[src/rtl/tribus_pkg.sv]
`timescale 1ns/1ps
`default_nettype none
// ============================================================================
//  Module      : tribus_pkg
//  Description : Shared types and helpers for the tristate-bus reader.
//                Holds the FSM state encoding, the default sizing constants
//                and the round-robin pick used by the arbiter.
//  Revision    : 1.0 - initial release
// ============================================================================
package tribus_pkg;

    typedef enum logic [1:0] {
        IDLE   = 2'd0,
        DRIVE  = 2'd1,
        SAMPLE = 2'd2,
        TURN   = 2'd3
    } state_t;

    localparam int c_WIDTH_DEFAULT = 8;
    localparam int c_N_SRC_DEFAULT = 4;
    localparam int c_DEPTH_DEFAULT = 4;

    // Round-robin find-first: the first set bit of req at or after ptr,
    // wrapping at n_src. Sized for the largest supported bus (8 sources).
    // The caller only uses the result when at least one req bit is set.
    function automatic logic [2:0] rr_pick(
        input logic [7:0] req,
        input logic [2:0] ptr,
        input int         n_src
    );
        logic [2:0] pick;
        logic       found;
        logic [3:0] idx;
        pick  = '0;
        found = 1'b0;
        for (int i = 0; i < 8; i++) begin
            if (i < n_src) begin
                // ptr < n_src and i < n_src, so one subtraction wraps it
                idx = {1'b0, ptr} + 4'(i);
                if (idx >= 4'(n_src)) begin
                    idx = idx - 4'(n_src);
                end
                if (!found && (idx < 4'd8) && req[idx[2:0]]) begin
                    pick  = idx[2:0];
                    found = 1'b1;
                end
            end
        end
        return pick;
    endfunction

endpackage
`default_nettype wire

[src/rtl/tribus_fifo.sv]
`timescale 1ns/1ps
`default_nettype none
// ============================================================================
//  Module      : tribus_fifo
//  Description : Small synchronous FIFO holding captured bus words.
//                Head word is shown combinationally on o_data.
//  Ports       : clk, rst (async active-high), i_push/i_data write side,
//                i_pop read side, o_data head word, o_count fill level,
//                o_empty.
//  Revision    : 1.0 - initial release
// ============================================================================
module tribus_fifo
    import tribus_pkg::*;
#(
    parameter int WIDTH = 10,
    parameter int DEPTH = c_DEPTH_DEFAULT
) (
    input  logic                   clk,
    input  logic                   rst,
    input  logic                   i_push,
    input  logic [WIDTH-1:0]       i_data,
    input  logic                   i_pop,
    output logic [WIDTH-1:0]       o_data,
    output logic [$clog2(DEPTH):0] o_count,
    output logic                   o_empty
);

    localparam int c_PW = $clog2(DEPTH);
    localparam int c_CW = c_PW + 1;

    logic [WIDTH-1:0] r_mem [DEPTH];
    logic [c_PW-1:0]  r_wr_ptr;
    logic [c_PW-1:0]  r_rd_ptr;
    logic [c_CW-1:0]  r_count;
    logic             w_push;
    logic             w_pop;

    assign o_empty = (r_count == '0);
    assign o_count = r_count;
    assign o_data  = r_mem[r_rd_ptr];

    // Pop on empty is ignored; push on full is dropped defensively.
    assign w_pop  = i_pop && !o_empty;
    assign w_push = i_push && (r_count != c_CW'(DEPTH));

    always_ff @(posedge clk or posedge rst) begin
        if (rst) begin
            // Cleared so the head word reads as zero out of reset.
            for (int i = 0; i < DEPTH; i++) begin
                r_mem[i] <= '0;
            end
            r_wr_ptr <= '0;
            r_rd_ptr <= '0;
            r_count  <= '0;
        end else begin
            if (w_push) begin
                r_mem[r_wr_ptr] <= i_data;
                r_wr_ptr        <= r_wr_ptr + 1'b1;
            end
            if (w_pop) begin
                r_rd_ptr <= r_rd_ptr + 1'b1;
            end
            case ({w_push, w_pop})
                2'b10:   r_count <= r_count + 1'b1;
                2'b01:   r_count <= r_count - 1'b1;
                default: r_count <= r_count;
            endcase
        end
    end

endmodule
`default_nettype wire

[src/rtl/tribus_reader.sv]
`timescale 1ns/1ps
`default_nettype none
// ============================================================================
//  Module      : tribus_reader
//  Description : Receiving end of a shared tristate bus. Grants one source
//                at a time (round-robin), drives its en/en_b pair for a
//                settle cycle plus a sample cycle, inserts a dead turnaround
//                cycle, and queues captured words on a valid/ready stream.
//  Ports       : clk, reset (async active-high)
//                req[N_SRC]      per-source word-ready
//                en/en_b[N_SRC]  complementary driver enables
//                ack[N_SRC]      one-cycle capture pulse
//                bus_in[WIDTH]   resolved bus
//                out_data/out_src/out_valid/out_ready  output stream
//                busy            FSM not idle
//  Revision    : 1.0 - initial release
// ============================================================================
module tribus_reader
    import tribus_pkg::*;
#(
    parameter int N_SRC = c_N_SRC_DEFAULT,
    parameter int WIDTH = c_WIDTH_DEFAULT,
    parameter int DEPTH = c_DEPTH_DEFAULT
) (
    input  logic                     clk,
    input  logic                     reset,
    input  logic [N_SRC-1:0]         req,
    output logic [N_SRC-1:0]         en,
    output logic [N_SRC-1:0]         en_b,
    output logic [N_SRC-1:0]         ack,
    input  logic [WIDTH-1:0]         bus_in,
    output logic [WIDTH-1:0]         out_data,
    output logic [$clog2(N_SRC)-1:0] out_src,
    output logic                     out_valid,
    input  logic                     out_ready,
    output logic                     busy
);

    localparam int c_SW = $clog2(N_SRC);
    localparam int c_CW = $clog2(DEPTH) + 1;

    state_t           r_state;
    logic [c_SW-1:0]  r_grant;
    logic [c_SW-1:0]  r_rr_ptr;
    logic [N_SRC-1:0] r_en;
    logic [N_SRC-1:0] r_ack;

    logic [c_SW-1:0]       w_pick;
    logic [c_SW-1:0]       w_next_ptr;
    logic                  w_room;
    logic                  w_push;
    logic                  w_pop;
    logic                  w_empty;
    logic [c_CW-1:0]       w_count;
    logic [c_SW+WIDTH-1:0] w_head;

    assign w_pick     = c_SW'(rr_pick(8'(req), 3'(r_rr_ptr), N_SRC));
    assign w_next_ptr = (r_grant == c_SW'(N_SRC - 1)) ? '0 : r_grant + 1'b1;
    assign w_room     = (w_count < c_CW'(DEPTH));
    assign w_push     = (r_state == SAMPLE);
    assign w_pop      = out_valid && out_ready;

    // en comes straight from a flop, so en_b tracks it bit for bit and the
    // asynchronous reset releases the bus without waiting for an edge.
    assign en        = r_en;
    assign en_b      = ~r_en;
    assign ack       = r_ack;
    assign busy      = (r_state != IDLE);
    assign out_valid = !w_empty;
    assign out_data  = w_head[WIDTH-1:0];
    assign out_src   = w_head[WIDTH +: c_SW];

    always_ff @(posedge clk or posedge reset) begin
        if (reset) begin
            r_state  <= IDLE;
            r_grant  <= '0;
            r_rr_ptr <= '0;
            r_en     <= '0;
            r_ack    <= '0;
        end else begin
            case (r_state)
                IDLE: begin
                    r_ack <= '0;
                    // Only grant when the word is guaranteed a FIFO slot.
                    if ((|req) && w_room) begin
                        r_grant <= w_pick;
                        r_en    <= N_SRC'(1) << w_pick;
                        r_state <= DRIVE;
                    end
                end
                DRIVE: begin
                    // Settle cycle; ack lands in the sample cycle.
                    r_ack   <= r_en;
                    r_state <= SAMPLE;
                end
                SAMPLE: begin
                    r_ack    <= '0;
                    r_en     <= '0;
                    r_rr_ptr <= w_next_ptr;
                    r_state  <= TURN;
                end
                TURN: begin
                    r_state <= IDLE;
                end
                default: begin
                    r_en    <= '0;
                    r_ack   <= '0;
                    r_state <= IDLE;
                end
            endcase
        end
    end

    tribus_fifo #(
        .WIDTH (c_SW + WIDTH),
        .DEPTH (DEPTH)
    ) u_fifo (
        .clk     (clk),
        .rst     (reset),
        .i_push  (w_push),
        .i_data  ({r_grant, bus_in}),
        .i_pop   (w_pop),
        .o_data  (w_head),
        .o_count (w_count),
        .o_empty (w_empty)
    );

endmodule
`default_nettype wire

[config.mk]
export PLATFORM = sky130hd
export DESIGN_NAME = tribus_reader
export DESIGN_NICKNAME = d
export VERILOG_FILES = /design/src/rtl/tribus_pkg.sv /design/src/rtl/tribus_fifo.sv /design/src/rtl/tribus_reader.sv
export SDC_FILE = /design/constraint.sdc
export NUM_CORES = 1
export LEC_CHECK = 0
export BUFFER_PORTS_ARGS = -buffer_cell sky130_fd_sc_hd__buf_2
export CAP_MARGIN = 10
export CORE_MARGIN = 5
export CORE_UTILIZATION = 30
export DETAILED_ROUTE_END_ITERATION = 8
export SLEW_MARGIN = 20
export SYNTH_ARGS = -nofsm -noshare
export SYNTH_HDL_FRONTEND = slang
export SYNTH_SLANG_ARGS = --single-unit
[constraint.sdc]
create_clock -name clk -period 8.1 [get_ports clk]
set_input_delay 1.215 -clock clk [delete_from_list [all_inputs] [get_ports clk]]
set_output_delay 1.215 -clock clk [all_outputs]
set_load 0.05 [all_outputs]
### Word-level counts from Yosys, hierarchy flattened

Cells that the tools add are included.

| word-level totals | value |
|---|---|
| output and inout bits | 24 |
| input port bits | 15 |
| memories | 0 |
| memory bits (writable) | 0 |
| bits in read-only memories | 0 |
| bits in registers | 61 |
| bits in latches | 0 |

| cells by class | value |
|---|---|
| divide/modulo/power cells | 0 |
| shifts and indexed selects | 1 |
| magnitude comparators | 16 |
| bitwise gates (word level) | 3 |
| $add $sub $neg | 12 |
| multiply operators | 0 |
| multiplexer cells | 32 |
| reductions and logical operators | 26 |
| equality and inequality tests | 8 |

Operators with widths:

| kind | count |
|---|---|
| $bwmux W40 | 1 |
| $mux W10 | 3 |
| $bmux W10 S2 | 1 |
| $demux W10 S2 | 1 |
| $mux W4 | 5 |
| $lt A3 B4 Y1 const B | 4 |
| $lt A4 B4 Y1 const B | 4 |
| $pmux W4 S2 | 2 |
| $ge A3 B3 Y1 const B | 5 |
| $bmux W1 S3 | 4 |
| $logic_and A1 B1 Y1 | 12 |
| $mux W2 | 6 |
| $sub A3 B3 Y4 const B | 3 |
| $eq A2 B2 Y1 const B | 4 |
| $pmux W2 S4 | 1 |
| $reduce_bool A2 Y1 | 4 |
| $mux W1 | 7 |
| $add A2 B1 Y2 const B | 3 |
| $add A2 B2 Y3 const B | 2 |
| $not A2 Y3 | 2 |
| $pmux W3 S2 | 1 |
| $eq A2 B1 Y1 const B | 2 |
| $logic_not A1 Y1 | 4 |
| $not A4 Y4 | 1 |
| other kinds (15) | 16 |

### Longest topological paths before layout

Gate-level depths: netlist of the first run.

| depth | value |
|---|---|
| word-level depth | 21 |
| depth in mapped cells | 11 |
| depth with buffers taken out | 11 |

### Cells and area by module

A second synthesis of the first run with hierarchy kept.

| unflattened totals | value |
|---|---|
| cell total of the unflattened synthesis | 235 |
| area, all modules | 3,049.2 um^2 |

Modules (own cells, without submodules):

| module | cells an instance | area each (um^2) | times used | seq. area each (um^2) |
|---|---|---|---|---|
| tribus_fifo | 133 | 2,124.5 | 1 | 1,176.1 |
| tribus_reader | 102 | 924.6 | 1 | 350.3 |

### Worst setup path after synthesis of the first run

Ideal clock, no wire load.

| path | value |
|---|---|
| path type | reg-to-output |
| start | register u_fifo.r_rd_ptr[1] |
| end | output port out_data[0] |
| data arrival time | 1.513 ns |
| setup slack | 5.372 ns |
| required time | 6.885 ns |
| cell stages (with the launch flop) | 3 |
| path buffers | 1 |
| path through | dfrtp_1 -> buf_1 -> mux4_2 |

| on the way | value |
|---|---|
| longest elaborated chain between the ends | 4 |

RTL lines:

| item | RTL line | source |
|---|---|---|
| start, declared | tribus_fifo.sv:33 | `logic [c_PW-1:0] r_rd_ptr;` |
| start signal, assigned | tribus_fifo.sv:61 | `r_rd_ptr <= r_rd_ptr + 1'b1;` |
| $not A2 Y3 (not written as such) | tribus_fifo.sv:40 | `assign o_data = r_mem[r_rd_ptr];` |
| $bmux W10 S2 | tribus_fifo.sv:40 |  |
| $mux W10 (not written as such) (2 in a row) | tribus_fifo.sv:40 |  |
| end, declared | tribus_reader.sv:32 | `output logic [WIDTH-1:0] out_data,` |

No other way between the ends. The select of a mux whose other input is x is not followed.

### Final worst setup path of the first run

| path | value |
|---|---|
| start | register u_fifo.r_rd_ptr[0] |
| end | output port out_src[1] |

| on the way | value |
|---|---|
| longest elaborated chain between the ends | 4 |

RTL lines:

| item | RTL line | source |
|---|---|---|
| $not A2 Y3 (not written as such) | tribus_fifo.sv:40 |  |
| $bmux W10 S2 | tribus_fifo.sv:40 |  |
| $mux W10 (not written as such) (2 in a row) | tribus_fifo.sv:40 |  |
| end, declared | tribus_reader.sv:33 | `output logic [$clog2(N_SRC)-1:0] out_src,` |

No other way between the ends. The select of a mux whose other input is x is not followed.

==> results.toml, run 1 <==
[grt]
grt_antenna_before_repair = 0
grtUsageMet1_pct = 13.8
grt_pass1_vias = 2005
gr-usage-met2_pct = 15.1
met3_usage_pct = 2.07
gr-total-overflow = 0
grt_max_degree = 62
top_usage_layer = "met2"
grt_first_pass_wirelength_mm = 10.1
grt_usage_pct = 10.1

[detailed_routing]
postRouteAntennaNets = 0
drcViolationCount = 0
dr_total_vias = 1949
avgRoutedWirePerCell_um = 14.0
drt_iter0_drc = 89
drt-total-wl_mm = 5.85
vias_per_cell = 4.66
first_pass_iters = 4

[synthesis]
syn_inst = 235
synth-async-reset-ratio_pct = 100
yosysMostFrequentCell = "dfrtp_1"
syn_nets = 265
yosys-top-cells-area = "dfrtp_1, mux2_2, mux4_2, ha_1, mux2i_1"
synth_cell_type_count = 35
synthesis.area_mm2 = 0.00304
synth_edf_count = 0
synth_warnings = 0
ys_ff_latch = 61
avgSynthCellArea_um2 = 12.9
yosys.area.top_type = "dfrtp_1"
yosysSeqAreaShare_pct = 50.2
synth_common_cells = "dfrtp_1, mux2_2, nand2_1, inv_1"
synth_flop_cell = "dfrtp_1"
synthDominantCellAreaShare_pct = 50.2

[sta]
setup_viol = 0
slew-limit-headroom_pct = 47.9
skew_ns = 0.00824
min_period_ns = 3.06
finalSetupTns_ns = 0
worst_pin_slew_ns = 0.781
finalMaxSlewViolations = 0
fin_crit_sh_pct = 37.8
final-hold-violation-count = 0
clock.fmax_mhz = 327
setup_ws_ns = 5.04
rsz0062_at_grt = "no"

[worst_setup_path]
critPathCaptureType = "output pin"
crit_family = "flip-flops"
crit_buf_inv = 1
crit_path_top_delay_cell = "dfrtp_1"
path_cells = "mux4_2 > buf_2"
critPathMaxStageDelay_ns = 0.71
critPathArrivalTime_ns = 1.85
critical_path_class = "flop to output pin"
crit_path_start_kind = "flop"
crit_fanout = 12
crit_required_ns = 6.88

[worst_hold_path]
min_path_type = "flop to flop"

[clock_network]
clk_pin_slew_ns = 0.07
post_cts_buffers = 0
clkLatencyLatePin_ns = 0.33
root_buffer = "clkbuf_8"
htree_levels = 3
numCtsBuffers = 9
cts_hold_buf = 0
cts-resized-gates = 0
cts_buffer_depth = 2
clock_sinks = 61
cts_tree = "done"

[cells_and_area]
drive_gt1_share_pct = 38.9
nets = 310
diodes = 0
area_delta_synth_final_pct = 18.4

[floorplan]
die_w_um = 111
core_region_area_mm2 = 0.00982
die_height_um = 111
dieArea_mm2 = 0.0122
start_util_pct = 31.0
boundaryPins = 39
num_rows = 36

[placed_design]
preCtsSetupSlack_ns = 5.29
globalplace.congestion = 0.748
dp_hpwl_mm = 4.12
place.port_buffers = 38

[status]
outcome = "finished clean"

[run]
drv_cap = 0
## final timing paths
check                                   start               end  slack (ns)  cells past startpoint
max                        u_fifo.r_rd_ptr[0]        out_src[1]        5.04                      2
min                                    ack[3]            ack[3]        0.48                      2
max reg2reg                       r_rr_ptr[0]             en[2]        5.30                      8
min reg2reg                            ack[3]            ack[3]        0.48                      2
max in group asynchronous               reset  u_fifo.r_mem[35]        6.48                      3
min in group asynchronous               reset            ack[3]        1.08                      3
## state kept, by name, summed over array words and instances (netlist names)
| signal | flops |
|---|---|
| r_rr_ptr | 2 |
| r_grant | 2 |
| u_fifo.r_rd_ptr | 2 |
| en | 4 |
| u_fifo.o_count | 3 |
| u_fifo.r_mem | 40 |
| ack | 4 |
| u_fifo.r_wr_ptr | 2 |
| r_state | 2 |
## area by class of cell
cell class | instances | area (µm²)
multi-input cells | 151 | 1420
inverters | 18 | 67.6
clock buffers | 12 | 155
repair buffers | 39 | 198
flip-flops and latches | 61 | 1530
well taps | 133 | 166
fillers | 994 | 6220
clock inverters | 4 | 70.1
## cell usage in the layout, fill, tap and decap left out, types with 2 or more instances in the layout
| cell | instances |
|---|---|
| a21oi_1 | 2 |
| buf_2 | 38 |
| bufinv_16 | 2 |
| clkbuf_8 | 11 |
| clkinv_2 | 2 |
| dfrtp_1 | 61 |
| ha_1 | 14 |
| inv_1 | 17 |
| mux2_2 | 41 |
| mux2i_1 | 8 |
| mux4_2 | 11 |
| nand2_1 | 21 |
| nor2_1 | 7 |
| nor3_1 | 2 |
| o21ai_0 | 14 |
| o21ai_1 | 5 |
| o22ai_1 | 2 |
| or3_1 | 2 |
| or4_1 | 2 |
| xnor2_1 | 3 |
| xor2_1 | 3 |
## metal layers
metal  routed length, µm  part of all wire, %
met5                   0                    0
met4                 100                  1.7
met3                 177                  3.0
met2                2690                   46
met1                2880                   49
## stage by stage
| stage | cells | hold slack (ns) | util, % | instance area, µm² |
|---|---|---|---|---|
| after global placement | 402 | 0.464 | 34.4 | 3370 |
| after floorplan | 235 | 0.451 | - | 3040 |
| after global routing | 418 | 0.508 | 36.7 | 3600 |
| after detailed placement | 402 | 0.473 | 34.4 | 3370 |
| after CTS | 418 | 0.489 | 36.7 | 3600 |
| final | 418 | 0.481 | 36.7 | 3600 |
## worst min-delay path: cells and delay by family (launching register included)
| kind | cells | cell delay (ns) |
|---|---|---|
| AND/OR/NAND/NOR | 1 | 0.04 |
| AO/OA/AOI/OAI | 1 | 0.06 |
| flip-flops | 1 | 0.34 |
## logic make-up after synthesis
kind of cell	share of synthesized area [%]
AO/OA/AOI/OAI	5.89
XOR/XNOR	1.73
adder cells (fa/ha/maj)	6.42
buffers and inverters	3.21
flip-flops	50.2
multiplexers	26.9
AND/OR/NAND/NOR	5.64
Power of run 1 is left out: the tool's default activity adds up to more than one toggle a clock period on the data nets, which glitch-free logic cannot reach.
==> run 2, diff against run 1 <==
==> constraint.sdc (replaced) <==
create_clock -name clk -period 2.7 [get_ports clk]
set_input_delay 0.405 -clock clk [delete_from_list [all_inputs] [get_ports clk]]
set_output_delay 0.405 -clock clk [all_outputs]
set_load 0.05 [all_outputs]
==> run 2 against run 1 <==
  * Register-to-register slack got worse by 5.0 ns
  * Sequential cell count stayed put
  * Clock skew about the same
  * Sequential share of layout area decreased by 0.13 points
  * Final cell count up 0.96%
  * Cell area grew 0.31%
  * Worst hold slack got worse by 0.32 ns
  * First-iteration DRC count shrank 1.1%
  * Via count is 1.4% higher
  * Die area unchanged
  * Setup slack got worse by 4.7 ns
  * Global-route usage increased by 0.35 points
  * Critical path type is now flop to flop
  * Largest cell class unchanged
==> results.toml, run 2 (synthesized netlist as in run 1, its figures left out) <==
[placed_design]
dp_hpwl_mm = 4.30
globalplace.congestion = 0.839
place.port_buffers = 38

[grt]
grt_first_pass_wirelength_mm = 10.4
grt_max_degree = 33
grt_antenna_before_repair = 0
grt_pass1_vias = 2159
grt_usage_pct = 10.4
gr-total-overflow = 0

[sta]
whs_ns = 0.159
worst_pin_slew_ns = 0.670
rsz0062_at_grt = "no"
finalMaxSlewViolations = 0
finalSetupTns_ns = 0
clock.fmax_mhz = 418
final-hold-violation-count = 0
slew-limit-headroom_pct = 55.3
skew_ns = 0.00835
setup_viol = 0
fin_crit_sh_pct = 88.6
min_period_ns = 2.39

[cells_and_area]
largest_reg_flops = 40
mostFrequentLayoutCell = "dfrtp_1"
diodes = 0
top_register = "u_fifo.r_mem"
drive_gt1_share_pct = 40.1
area_delta_synth_final_pct = 18.8
nets = 315
fillerInstances = 981
final_cell_mix = "dfrtp_1, mux2_2, buf_2, nand2_1, inv_1"

[worst_setup_path]
critPathMaxStageDelay_ns = 0.38
critPathCaptureType = "flop"
crit_path_top_delay_cell = "dfrtp_1"
critPathArrivalTime_ns = 2.66
crit_path_start_kind = "flop"
worstRegToRegCells = 8
crit_fanout = 6
path_cells = "inv_1 > ha_1 > mux2i_1 > nor3_1 > nor2_1 > o21ai_0 > mux2_4 > o21ai_1"
critical_path_class = "flop to flop"
crit_required_ns = 2.96

[detailed_routing]
postRouteAntennaNets = 0
drt-total-wl_mm = 5.93
vias_per_cell = 4.68
drt_iter0_drc = 88
first_pass_iters = 4
dr_total_vias = 1977
drcViolationCount = 0
avgRoutedWirePerCell_um = 14.0

[floorplan]
die_height_um = 111
die_w_um = 111
dieArea_mm2 = 0.0122
boundaryPins = 39
core_region_area_mm2 = 0.00982
num_rows = 36
start_util_pct = 31.0

[clock_network]
cts_hold_buf = 0
htree_levels = 3
cts_buffer_depth = 2
clk_pin_slew_ns = 0.07
numCtsBuffers = 9
post_cts_buffers = 0
clock_sinks = 61
cts-resized-gates = 0
clkLatencyLatePin_ns = 0.34
root_buffer = "clkbuf_8"
cts_tree = "done"

[status]
outcome = "finished clean"

[run]
drv_cap = 0

[worst_hold_path]
min_path_type = "input pin to async pin"
[run 2: changes by cell type in the layout (fill, tap and decap cells not counted)]
cell / delta
clkbuf_1: -1
buf_4: +5
clkinvlp_4: +1
bufinv_16: -1
[run 2: layer usage]
layer | wire [µm] | vias to the layer above | global-route usage [%]
li1 | - | 939 | -
met1 | 2630 | 981 | 12.5
met2 | 2890 | 44 | 17.0
met3 | 276 | 13 | 3.33
met4 | 131 | 0 | 4.76
met5 | 0 | - | 0
[run 2: area by class of cell]
type | instances | area, µm² | area share, %
inverter | 18 | 67.6 | 1.87
clock buffer | 11 | 151 | 4.19
tap | 133 | 166 | 4.61
timing repair buffer | 44 | 235 | 6.51
clock inverter | 4 | 47.5 | 1.32
multi-input combinational | 151 | 1420 | 39.2
sequential | 61 | 1530 | 42.3
[run 2: final timing paths]
check                                  from            endpoint  slack, ns
worst max-delay path            r_rr_ptr[1]          r_grant[1]       0.31
worst min-delay path                  reset    u_fifo.r_mem[16]       0.16
worst max register to register  r_rr_ptr[1]          r_grant[1]       0.31
worst min register to register       ack[3]              ack[3]       0.48
max in group asynchronous             reset  u_fifo.r_rd_ptr[0]       1.87
min in group clk                  bus_in[4]    u_fifo.r_mem[14]       0.33
[run 2: stage by stage]
step                std cells  worst slack [ns]  area [µm²]  util (%)
CTS                       422             0.309        3610      36.8
detailed placement        407             0.320        3410      34.7
finish                    422             0.307        3610      36.8
floorplan                 235             0.182        3040         -
global placement          407             0.405        3410      34.7
global route              422            0.0559        3610      36.8
[run 2: critical path: cells and delay by family (launching register included)]
| kind | cells | cell delay, ns |
|---|---|---|
| mux | 2 | 0.51 |
| compound gates | 2 | 0.49 |
| simple gates | 2 | 0.45 |
| flops | 1 | 0.38 |
| fa+ha+maj | 1 | 0.34 |
| buf+inv | 1 | 0.14 |
Power of run 2 is left out for the same reason.
==> run 3, diff against run 2 <==
--- a/config.mk
+++ b/config.mk
@@ -7,9 +7,9 @@
 export LEC_CHECK = 0
 export BUFFER_PORTS_ARGS = -buffer_cell sky130_fd_sc_hd__buf_2
 export CAP_MARGIN = 10
-export CORE_MARGIN = 5
-export CORE_UTILIZATION = 30
+export CORE_UTILIZATION = 45
 export DETAILED_ROUTE_END_ITERATION = 8
+export PLACE_DENSITY = 0.67
 export SLEW_MARGIN = 20
 export SYNTH_ARGS = -nofsm -noshare
 export SYNTH_HDL_FRONTEND = slang
==> run 3 against run 2 <==
  * The flow now finishes with violations (DRC)
  * Setup slack improved by 0.015 ns
  * Critical path depth is the same
  * Core utilization rose by 18 points
==> results.toml, run 3 (synthesized netlist as in run 1, its figures left out) <==
[worst_hold_path]
min_path_type = "input pin to async pin"

[grt]
grt_first_pass_wirelength_mm = 9.67
gr-total-overflow = 0
grt_usage_pct = 18.1
grt_pass1_vias = 2004
grt_max_degree = 25
grt_antenna_before_repair = 0

[cells_and_area]
top_register = "u_fifo.r_mem"
final_cell_mix = "dfrtp_1, mux2_2, buf_2, nand2_1, inv_1"
diodes = 0
mostFrequentLayoutCell = "dfrtp_1"
largest_reg_flops = 40
fillerInstances = 566
area_delta_synth_final_pct = 16.2
drive_gt1_share_pct = 40.1
nets = 314

[clock_network]
cts_tree = "done"
cts_buffer_depth = 2
clkLatencyLatePin_ns = 0.34
numCtsBuffers = 9
cts-resized-gates = 0
cts_hold_buf = 0
clock_sinks = 61
root_buffer = "clkbuf_8"
clk_pin_slew_ns = 0.07
htree_levels = 3
post_cts_buffers = 0

[worst_setup_path]
critPathCaptureType = "flop"
crit_path_start_kind = "flop"
r2r_end = "en[3]"
rrSetupSlack_ns = 0.32
critPathArrivalTime_ns = 2.65
critical_path_class = "flop to flop"
crit_required_ns = 2.97
crit_fanout = 6
crit-reg2reg-launch = "r_rr_ptr[1]"
worstRegToRegCells = 8

[sta]
finalMaxSlewViolations = 0
skew_ns = 0.00685
finalSetupTns_ns = 0
setup_viol = 0
fin_crit_sh_pct = 88.1
worst_pin_slew_ns = 0.642
final-hold-violation-count = 0
clock.fmax_mhz = 420
slew-limit-headroom_pct = 57.2
min_period_ns = 2.38
rsz0062_at_grt = "no"

[placed_design]
place.port_buffers = 38
dp_hpwl_mm = 3.95
globalplace.congestion = 0.817

[floorplan]
start_util_pct = 47.3
core_region_area_mm2 = 0.00642
num_rows = 29
die_w_um = 84.2
dieArea_mm2 = 0.00709
boundaryPins = 39
die_height_um = 84.2

[detailed_routing]
drcViolationCount = 6
first_pass_iters = 6
postRouteAntennaNets = 0
vias_per_cell = 5.37
dr_total_vias = 1966
drt_iter0_drc = 74
drt-total-wl_mm = 5.62
avgRoutedWirePerCell_um = 15.4

[status]
outcome = "complete, but fails checks"
violations = "DRC"

[run]
drv_cap = 0
-- run 3: changes by cell type in the layout (fill, tap and decap cells not counted) --
cell | before | now
buf_4 | 6 | 5
clkbuf_8 | 11 | 9
clkinv_2 | 2 | 1
clkinv_4 | 0 | 1
clkinvlp_4 | 1 | 3
inv_6 | 0 | 1
-- run 3: worst max-delay path by stage --
stage / slack, ns / to / depth (start not counted) / start
after global routing: 0.1 / en[3] / 8 / r_rr_ptr[1]
after CTS: 0.34 / r_grant[1] / 8 / r_rr_ptr[1]
after floorplan: 0.18 / en[3] / 10 / r_rr_ptr[1]
after global placement: 0.42 / en[2] / 8 / r_rr_ptr[1]
final: 0.32 / en[3] / 8 / r_rr_ptr[1]
after detailed placement: 0.36 / r_grant[1] / 8 / r_rr_ptr[1]
-- run 3: metal layers --
layer	wire, µm	track usage (%)	vias up
met5	0	0	-
met2	2610	27.7	43
met1	2640	23.8	972
li1	-	-	941
met3	245	4.52	10
met4	127	9.56	0
-- run 3: area by class of cell --
class	count	area, µm²	area share [%]
Clock buffer	9	124	3.51
Sequential cell	61	1530	43.2
Tap cell	77	96.3	2.73
Multi-Input combinational cell	151	1420	40.1
Timing Repair Buffer	43	228	6.44
Clock inverter	7	75.1	2.12
Inverter	18	67.6	1.91
-- run 3: worst max-delay path: stages (launching register included) --
cell     delay, ns
dfrtp_1       0.37
inv_1         0.14
ha_1          0.34
mux2i_1       0.15
nor3_1        0.37
nor2_1        0.12
o21ai_0       0.34
mux2_4        0.35
o21ai_1       0.13
-- run 3: stage by stage --
| step | worst slack, ns | cells | util, % | instance area, µm² | hold slack, ns |
|---|---|---|---|---|---|
| after floorplan | 0.182 | 235 | - | 3040 | 0.451 |
| after global placement | 0.416 | 350 | 51.9 | 3330 | 0.452 |
| after detailed placement | 0.362 | 350 | 51.9 | 3330 | 0.453 |
| after CTS | 0.343 | 366 | 55.0 | 3530 | 0.0741 |
| after global routing | 0.0988 | 366 | 55.0 | 3530 | 0.108 |
| final | 0.322 | 366 | 55.0 | 3530 | 0.0694 |
Power of run 3 is left out for the same reason.
